--- src/rtl/clock_set_ctrl_pkg.sv ---
// Shared clock package: field select codes, field limits, edit FSM states
// and the selection-stepping helper.
package clock_set_ctrl_pkg;

  // Field select codes as presented on o_sel
  localparam logic [1:0] SEL_SS = 2'd0;
  localparam logic [1:0] SEL_MM = 2'd1;
  localparam logic [1:0] SEL_HH = 2'd2;

  // Largest legal value of each time field
  localparam logic [5:0] MAX_SS = 6'd59;
  localparam logic [5:0] MAX_MM = 6'd59;
  localparam logic [4:0] MAX_HH = 5'd23;

  // Edit controller states
  typedef enum logic {
    ST_RUN  = 1'b0,
    ST_EDIT = 1'b1
  } state_e;

  // Step the field selection: up moves toward hours (0->1->2->0),
  // down moves toward seconds (0->2->1->0). The unused code 3 recovers to minutes.
  function automatic logic [1:0] sel_step(input logic [1:0] sel, input logic up);
    logic [1:0] nxt;
    case (sel)
      SEL_SS:  nxt = up ? SEL_MM : SEL_HH;
      SEL_MM:  nxt = up ? SEL_HH : SEL_SS;
      SEL_HH:  nxt = up ? SEL_SS : SEL_MM;
      default: nxt = SEL_MM;
    endcase
    return nxt;
  endfunction

endpackage

--- src/rtl/clock_set_ctrl_mod_updown.sv ---
// Wrap-around increment/decrement of a single time field. Purely
// combinational; the caller registers the result.
module mod_updown #(
  parameter int             W   = 6,
  parameter logic [W-1:0]   MAX = {W{1'b1}}
) (
  input  logic [W-1:0] i_val,
  input  logic         i_inc,
  input  logic         i_dec,
  output logic [W-1:0] o_val
);

  localparam logic [W-1:0] ZERO = {W{1'b0}};
  localparam logic [W-1:0] ONE  = {{(W-1){1'b0}}, 1'b1};

  // Next field value: inc wraps MAX->0, dec wraps 0->MAX, both or neither holds
  always_comb begin
    o_val = i_val;
    if (i_inc && !i_dec) begin
      // Out-of-range values also wrap to zero so the field self-heals
      if (i_val >= MAX) begin
        o_val = ZERO;
      end else begin
        o_val = i_val + ONE;
      end
    end else if (i_dec && !i_inc) begin
      if ((i_val == ZERO) || (i_val > MAX)) begin
        o_val = MAX;
      end else begin
        o_val = i_val - ONE;
      end
    end else begin
      o_val = i_val;
    end
  end

endmodule

--- src/rtl/clock_set_ctrl.sv ---
// Edit-mode controller for the clock: snapshots the running time on a
// write pulse, lets the user adjust one field at a time, and commits the
// edited value with a one-cycle load strobe. Idle sessions time out.
module clock_set_ctrl
  import clock_set_ctrl_pkg::*;
#(
  parameter int TIMEOUT_S = 30
) (
  input  logic       i_clk,
  input  logic       i_rst,
  input  logic       i_tick,
  input  logic       i_wr_pulse,
  input  logic       i_val_inc_pulse,
  input  logic       i_val_dec_pulse,
  input  logic       i_sel_inc_pulse,
  input  logic       i_sel_dec_pulse,
  input  logic [4:0] i_hh,
  input  logic [5:0] i_mm,
  input  logic [5:0] i_ss,
  output logic       o_editing,
  output logic [1:0] o_sel,
  output logic [4:0] o_edit_hh,
  output logic [5:0] o_edit_mm,
  output logic [5:0] o_edit_ss,
  output logic       o_load,
  output logic       o_blink
);

  localparam logic [7:0] TIMEOUT_LIM = 8'(TIMEOUT_S);

  state_e     state_q, state_d;
  logic [1:0] sel_q,   sel_d;
  logic [4:0] hh_q,    hh_d;
  logic [5:0] mm_q,    mm_d;
  logic [5:0] ss_q,    ss_d;
  logic       load_q,  load_d;
  logic       blink_q, blink_d;
  logic [7:0] tcnt_q,  tcnt_d;

  logic       any_pulse;
  logic       sel_act;
  logic       val_act;
  logic       val_en;
  logic [4:0] hh_nxt;
  logic [5:0] mm_nxt;
  logic [5:0] ss_nxt;

  // A pair pulsed together cancels out, leaving the lower-priority pair free
  assign any_pulse = i_wr_pulse | i_val_inc_pulse | i_val_dec_pulse
                   | i_sel_inc_pulse | i_sel_dec_pulse;
  assign sel_act   = i_sel_inc_pulse ^ i_sel_dec_pulse;
  assign val_act   = i_val_inc_pulse ^ i_val_dec_pulse;
  assign val_en    = (state_q == ST_EDIT) && !i_wr_pulse && !sel_act && val_act;

  mod_updown #(.W(5), .MAX(MAX_HH)) u_hh (
    .i_val (hh_q),
    .i_inc (val_en && i_val_inc_pulse && (sel_q == SEL_HH)),
    .i_dec (val_en && i_val_dec_pulse && (sel_q == SEL_HH)),
    .o_val (hh_nxt)
  );

  mod_updown #(.W(6), .MAX(MAX_MM)) u_mm (
    .i_val (mm_q),
    .i_inc (val_en && i_val_inc_pulse && (sel_q == SEL_MM)),
    .i_dec (val_en && i_val_dec_pulse && (sel_q == SEL_MM)),
    .o_val (mm_nxt)
  );

  mod_updown #(.W(6), .MAX(MAX_SS)) u_ss (
    .i_val (ss_q),
    .i_inc (val_en && i_val_inc_pulse && (sel_q == SEL_SS)),
    .i_dec (val_en && i_val_dec_pulse && (sel_q == SEL_SS)),
    .o_val (ss_nxt)
  );

  // Next-state logic: entry snapshot, commit, selection/value edits and timeout
  always_comb begin
    state_d = state_q;
    sel_d   = sel_q;
    hh_d    = hh_q;
    mm_d    = mm_q;
    ss_d    = ss_q;
    load_d  = 1'b0;
    blink_d = blink_q;
    tcnt_d  = tcnt_q;

    case (state_q)
      ST_RUN: begin
        if (i_wr_pulse) begin
          state_d = ST_EDIT;
          hh_d    = i_hh;
          mm_d    = i_mm;
          ss_d    = i_ss;
          sel_d   = SEL_MM;
          tcnt_d  = 8'd0;
          blink_d = 1'b0;
        end else begin
          blink_d = 1'b0;
        end
      end

      ST_EDIT: begin
        if (i_wr_pulse) begin
          // Commit: edit registers keep their values through the load cycle
          state_d = ST_RUN;
          load_d  = 1'b1;
          blink_d = 1'b0;
          tcnt_d  = 8'd0;
        end else begin
          hh_d = hh_nxt;
          mm_d = mm_nxt;
          ss_d = ss_nxt;

          if (sel_act) begin
            sel_d = sel_step(sel_q, i_sel_inc_pulse);
          end else begin
            sel_d = sel_q;
          end

          if (i_tick) begin
            blink_d = ~blink_q;
          end else begin
            blink_d = blink_q;
          end

          // Any pulse, even a dropped one, counts as activity and beats a tick
          if (any_pulse) begin
            tcnt_d = 8'd0;
          end else if (i_tick) begin
            if ((tcnt_q + 8'd1) >= TIMEOUT_LIM) begin
              state_d = ST_RUN;
              tcnt_d  = 8'd0;
              blink_d = 1'b0;
            end else begin
              tcnt_d = tcnt_q + 8'd1;
            end
          end else begin
            tcnt_d = tcnt_q;
          end
        end
      end

      default: begin
        state_d = ST_RUN;
        sel_d   = SEL_MM;
        blink_d = 1'b0;
        tcnt_d  = 8'd0;
      end
    endcase
  end

  // State and output registers with synchronous reset
  always_ff @(posedge i_clk) begin
    if (i_rst) begin
      state_q <= ST_RUN;
      sel_q   <= SEL_MM;
      hh_q    <= 5'd0;
      mm_q    <= 6'd0;
      ss_q    <= 6'd0;
      load_q  <= 1'b0;
      blink_q <= 1'b0;
      tcnt_q  <= 8'd0;
    end else begin
      state_q <= state_d;
      sel_q   <= sel_d;
      hh_q    <= hh_d;
      mm_q    <= mm_d;
      ss_q    <= ss_d;
      load_q  <= load_d;
      blink_q <= blink_d;
      tcnt_q  <= tcnt_d;
    end
  end

  assign o_editing = (state_q == ST_EDIT);
  assign o_sel     = sel_q;
  assign o_edit_hh = hh_q;
  assign o_edit_mm = mm_q;
  assign o_edit_ss = ss_q;
  assign o_load    = load_q;
  assign o_blink   = blink_q;

endmodule

--- config.mk ---
export PLATFORM = sky130hd
export DESIGN_NAME = clock_set_ctrl
export DESIGN_NICKNAME = d
export VERILOG_FILES = /design/src/rtl/clock_set_ctrl_pkg.sv /design/src/rtl/clock_set_ctrl_mod_updown.sv /design/src/rtl/clock_set_ctrl.sv
export SDC_FILE = /design/constraint.sdc
export NUM_CORES = 1
export LEC_CHECK = 0
export ABC_AREA = 0
export BUFFER_PORTS_ARGS = -buffer_cell sky130_fd_sc_hd__buf_2
export CAP_MARGIN = 40
export CORE_ASPECT_RATIO = 1.5
export CORE_UTILIZATION = 60
export CTS_BUF_LIST = sky130_fd_sc_hd__clkbuf_16
export CTS_CLUSTER_DIAMETER = 200
export DETAILED_ROUTE_END_ITERATION = 10
export PLACE_DENSITY = 0.85
export SLEW_MARGIN = 20
export SYNTH_ARGS = -nofsm -noshare
export SYNTH_HDL_FRONTEND = slang
export SYNTH_HIERARCHICAL = 1
export SYNTH_SLANG_ARGS = --single-unit
--- constraint.sdc ---
create_clock -name i_clk -period 4 [get_ports i_clk]
set_clock_uncertainty 0.05 [all_clocks]
set_input_delay 0.4 -clock i_clk [delete_from_list [all_inputs] [get_ports i_clk]]
set_output_delay 0.4 -clock i_clk [all_outputs]
set_load 0.01 [all_outputs]
==> run summary <==
CTS Buffer Depth = 2
met3 routed WL = 339 µm
gr usage total = 0.2945
H-tree lvl count = 2
layout cell share with drive strength beyond 1 = 0.2041
Comb pwr share = 0.276
final clock period utilization by the worst path = 0.6912
CP Launch Type = input port
die area = 4823 µm²
Reg2Reg Launch Point = o_editing
via count = 2780
global-route wire length before repair = 11.47 mm
RSZ-0062 raised after global routing = no
placed cell area = 2897 µm²
switching power = 0.3691 mW
RR Endpoint = o_edit_mm[5]
vias in the first global route = 2617
initial antenna violation count = 0
DPL Wire Length = 4.794 mm
Final setup viols = 0
CP Class = input port to flip-flop
number of synthesized flops with an enable pin = 0
setup tns final = 0 ns
setup bufs post-CTS = 0
Initial DRT Pass Iterations = 8
Min-Delay Endpoint = o_editing
commonest non-fill, non-tap cell in the layout = buf_2
Final Hold Fails = 0
Worst R2R Setup Slack = 1.25 ns
Pleak = 1.247 nW
Root Buffer = clkbuf_16
crit-path max cell delay = 0.58 ns
fmax = 361.7 MHz
Slew headroom = 0.5097
Met1 Wirelength = 2.683 mm
crit path capture type = flip-flop
highest routed layer = met4
HP Class = input port to flip-flop
synth-to-layout area growth = 12.48%
P_int = 0.7587 mW
CP max-delay cell = nor2_1
hold path cells = 3
clk sinks = 30
final setup margin = 1.235 ns
fin cells = 433
Die X-Extent = 57.04 µm
placed cell count = 424
max-slew violations = 0
Detailed Route WL = 6.722 mm
Final nets = 424
critical path depth = 10
Max Cap Viol = 0
DRC = 2
critical path arrival = 2.91 ns
sequential share of power = 0.346
CTS buffer count = 5
syn avg cell area = 7.745 µm²
post-synthesis cell area = 2726 µm²
# hold bufs at CTS = 0
Final min period = 2.765 ns
failing checks = design-rule violations
Min Hold Slack = 0.3699 ns
yosys warns = 6
FP Rows = 29
worst hold path startpoint = i_wr_pulse
number of I/O pins = 47
Iteration-0 DRC Markers = 144
Critical Path RT = 4.14 ns
pwr/cell area = 367.8 nW/µm²
status = finished, violations left
Worst Reg2Reg Path Length in Cells = 9
Worst-Margin Slew = 0.7292 ns
routed wire length per instance = 15.52 µm
antenna diode count = 0
delay-heaviest family, CP = simple AND/OR/NAND/NOR gates
sequential area share after synthesis = 0.2203
Final Instance Area = 3067 µm²
vias per cell = 6.420
Initial Util = 0.6368
core footprint = 4282 µm²
Synth Instances = 352
Skew-Pair Late Insertion Delay = 0.28 ns
Clk network pwr share = 0.378
GRT overflow = 0
Setup WS pre-CTS = 1.057 ns
I/O Buffers = 46
GPL Wtd Cong = 0.9416
Clock transition at path regs = 0.05 ns
prevailing post-synth register cell = dfxtp_1
CTS tree = yes
switch share = 0.3273
fillers = 352
Synthesized Nets = 390
largest net degree at the start of global routing = 25
crit-path max FO = 10
VDD IR max = 0.2676 mV
Netlist cell types = 63
CP Cell Sequence = buf_2, xnor2_1, nand4b_1, nor2_1, nand2b_1, a21oi_1, o22ai_1, o21ai_1, mux2i_1, a211oi_1
post-cts resize count = 0
buffer and inverter count on the worst path = 1
post-synthesis register bit count = 30
die height = 84.56 µm
Synth async-reset ratio = 0
most frequent cells in the layout = 47 x buf_2, 35 x nor2_1, 30 x dfxtp_1
Routed Antenna Nets = 0
met2 wire length = 3.528 mm
==> routing by layer <==
| metal | global-route usage | vias up |
|---|---|---|
| met3 | 0.06009 | 23 |
| met4 | 0.1419 | 0 |
| met5 | 0 | - |
| met1 | 0.3314 | 1276 |
| met2 | 0.5176 | 111 |
| li1 | - | 1370 |
==> layout make-up <==
class	instances	area, µm²	share of cell area
Multi-Input combinational cell	281	1911	0.6230
Tap cell	46	57.56	0.01877
Clock buffer	5	125.1	0.04080
Sequential cell	30	600.6	0.1958
Timing Repair Buffer	50	265.3	0.08650
Inverter	18	67.56	0.02203
Clock inverter	3	40.04	0.01306
==> power by group through the flow <==
stage	clock network, mW	registers (mW)	logic (mW)
3_3_place_gp	0	0.392	0.291
2_1_floorplan	0	0.373	0.246
3_5_place_dp	0	0.394	0.305
5_1_grt	0.446	0.396	0.343
4_1_cts	0.432	0.388	0.308
6_report	0.426	0.390	0.311
==> Yosys cell counts (all sizes together) (5+ instances only) <==
master / number / area share
clkbuf: 11 / 0.017
nand2b: 11 / 0.025
a211oi: 17 / 0.047
nor3: 19 / 0.039
nor2b: 7 / 0.016
inv: 18 / 0.025
nand3: 8 / 0.017
nand2: 27 / 0.037
o21ai: 18 / 0.036
nor2: 35 / 0.048
buf: 12 / 0.037
dfxtp: 30 / 0.22
o22ai: 5 / 0.011
xnor2: 6 / 0.019
o211ai: 5 / 0.017
a21o: 5 / 0.014
nand4b: 6 / 0.019
mux2i: 17 / 0.062
ha: 13 / 0.060
a21oi: 19 / 0.039
a31oi: 5 / 0.011
==> sequential cells by signal, indices dropped and copies added (netlist names) <==
signal	cells
tcnt_q	8
o_blink	1
o_edit_hh	5
o_edit_ss	6
o_load	1
o_editing	1
o_edit_mm	6
o_sel	2
==> how the worst max path moves through the flow <==
stage | start | to | slack (ns)
CTS | i_sel_inc_pulse | o_edit_ss[2] | 1.35
global route | i_sel_inc_pulse | o_edit_mm[3] | 0.98
floorplan | i_wr_pulse | o_edit_ss[5] | 1.93
detailed placement | i_sel_inc_pulse | o_edit_ss[2] | 1.06
finish | i_sel_inc_pulse | o_edit_mm[5] | 1.24
global placement | i_sel_inc_pulse | o_edit_mm[5] | 1.09
==> cells by family (layout without fill, tap and decap cells) <==
logic type,after synthesis,after routing,synth area share
simple gates,136,136,0.2648
buf+inv,41,76,0.07893
flops,30,30,0.2203
xor+xnor,10,10,0.03212
fa+ha+maj,13,13,0.05966
compound gates,105,105,0.2818
mux,17,17,0.06241
==> stage by stage <==
| step | util | power (mW) |
|---|---|---|
| final | 0.7162 | 1.128 |
| after global routing | 0.7162 | 1.185 |
| after detailed placement | 0.6765 | 0.6988 |
| after floorplan | - | 0.6189 |
| after CTS | 0.7151 | 1.128 |
| after global placement | 0.6730 | 0.6823 |
==> tightest hold or removal path: cells and delay by family <==
family                 cells  cell delay, ns
and+or+nand+nor            1            0.06
AOI/OAI and AO/OA          1            0.07
buffers and inverters      1            0.12
Power figures use the tool's default switching activity.
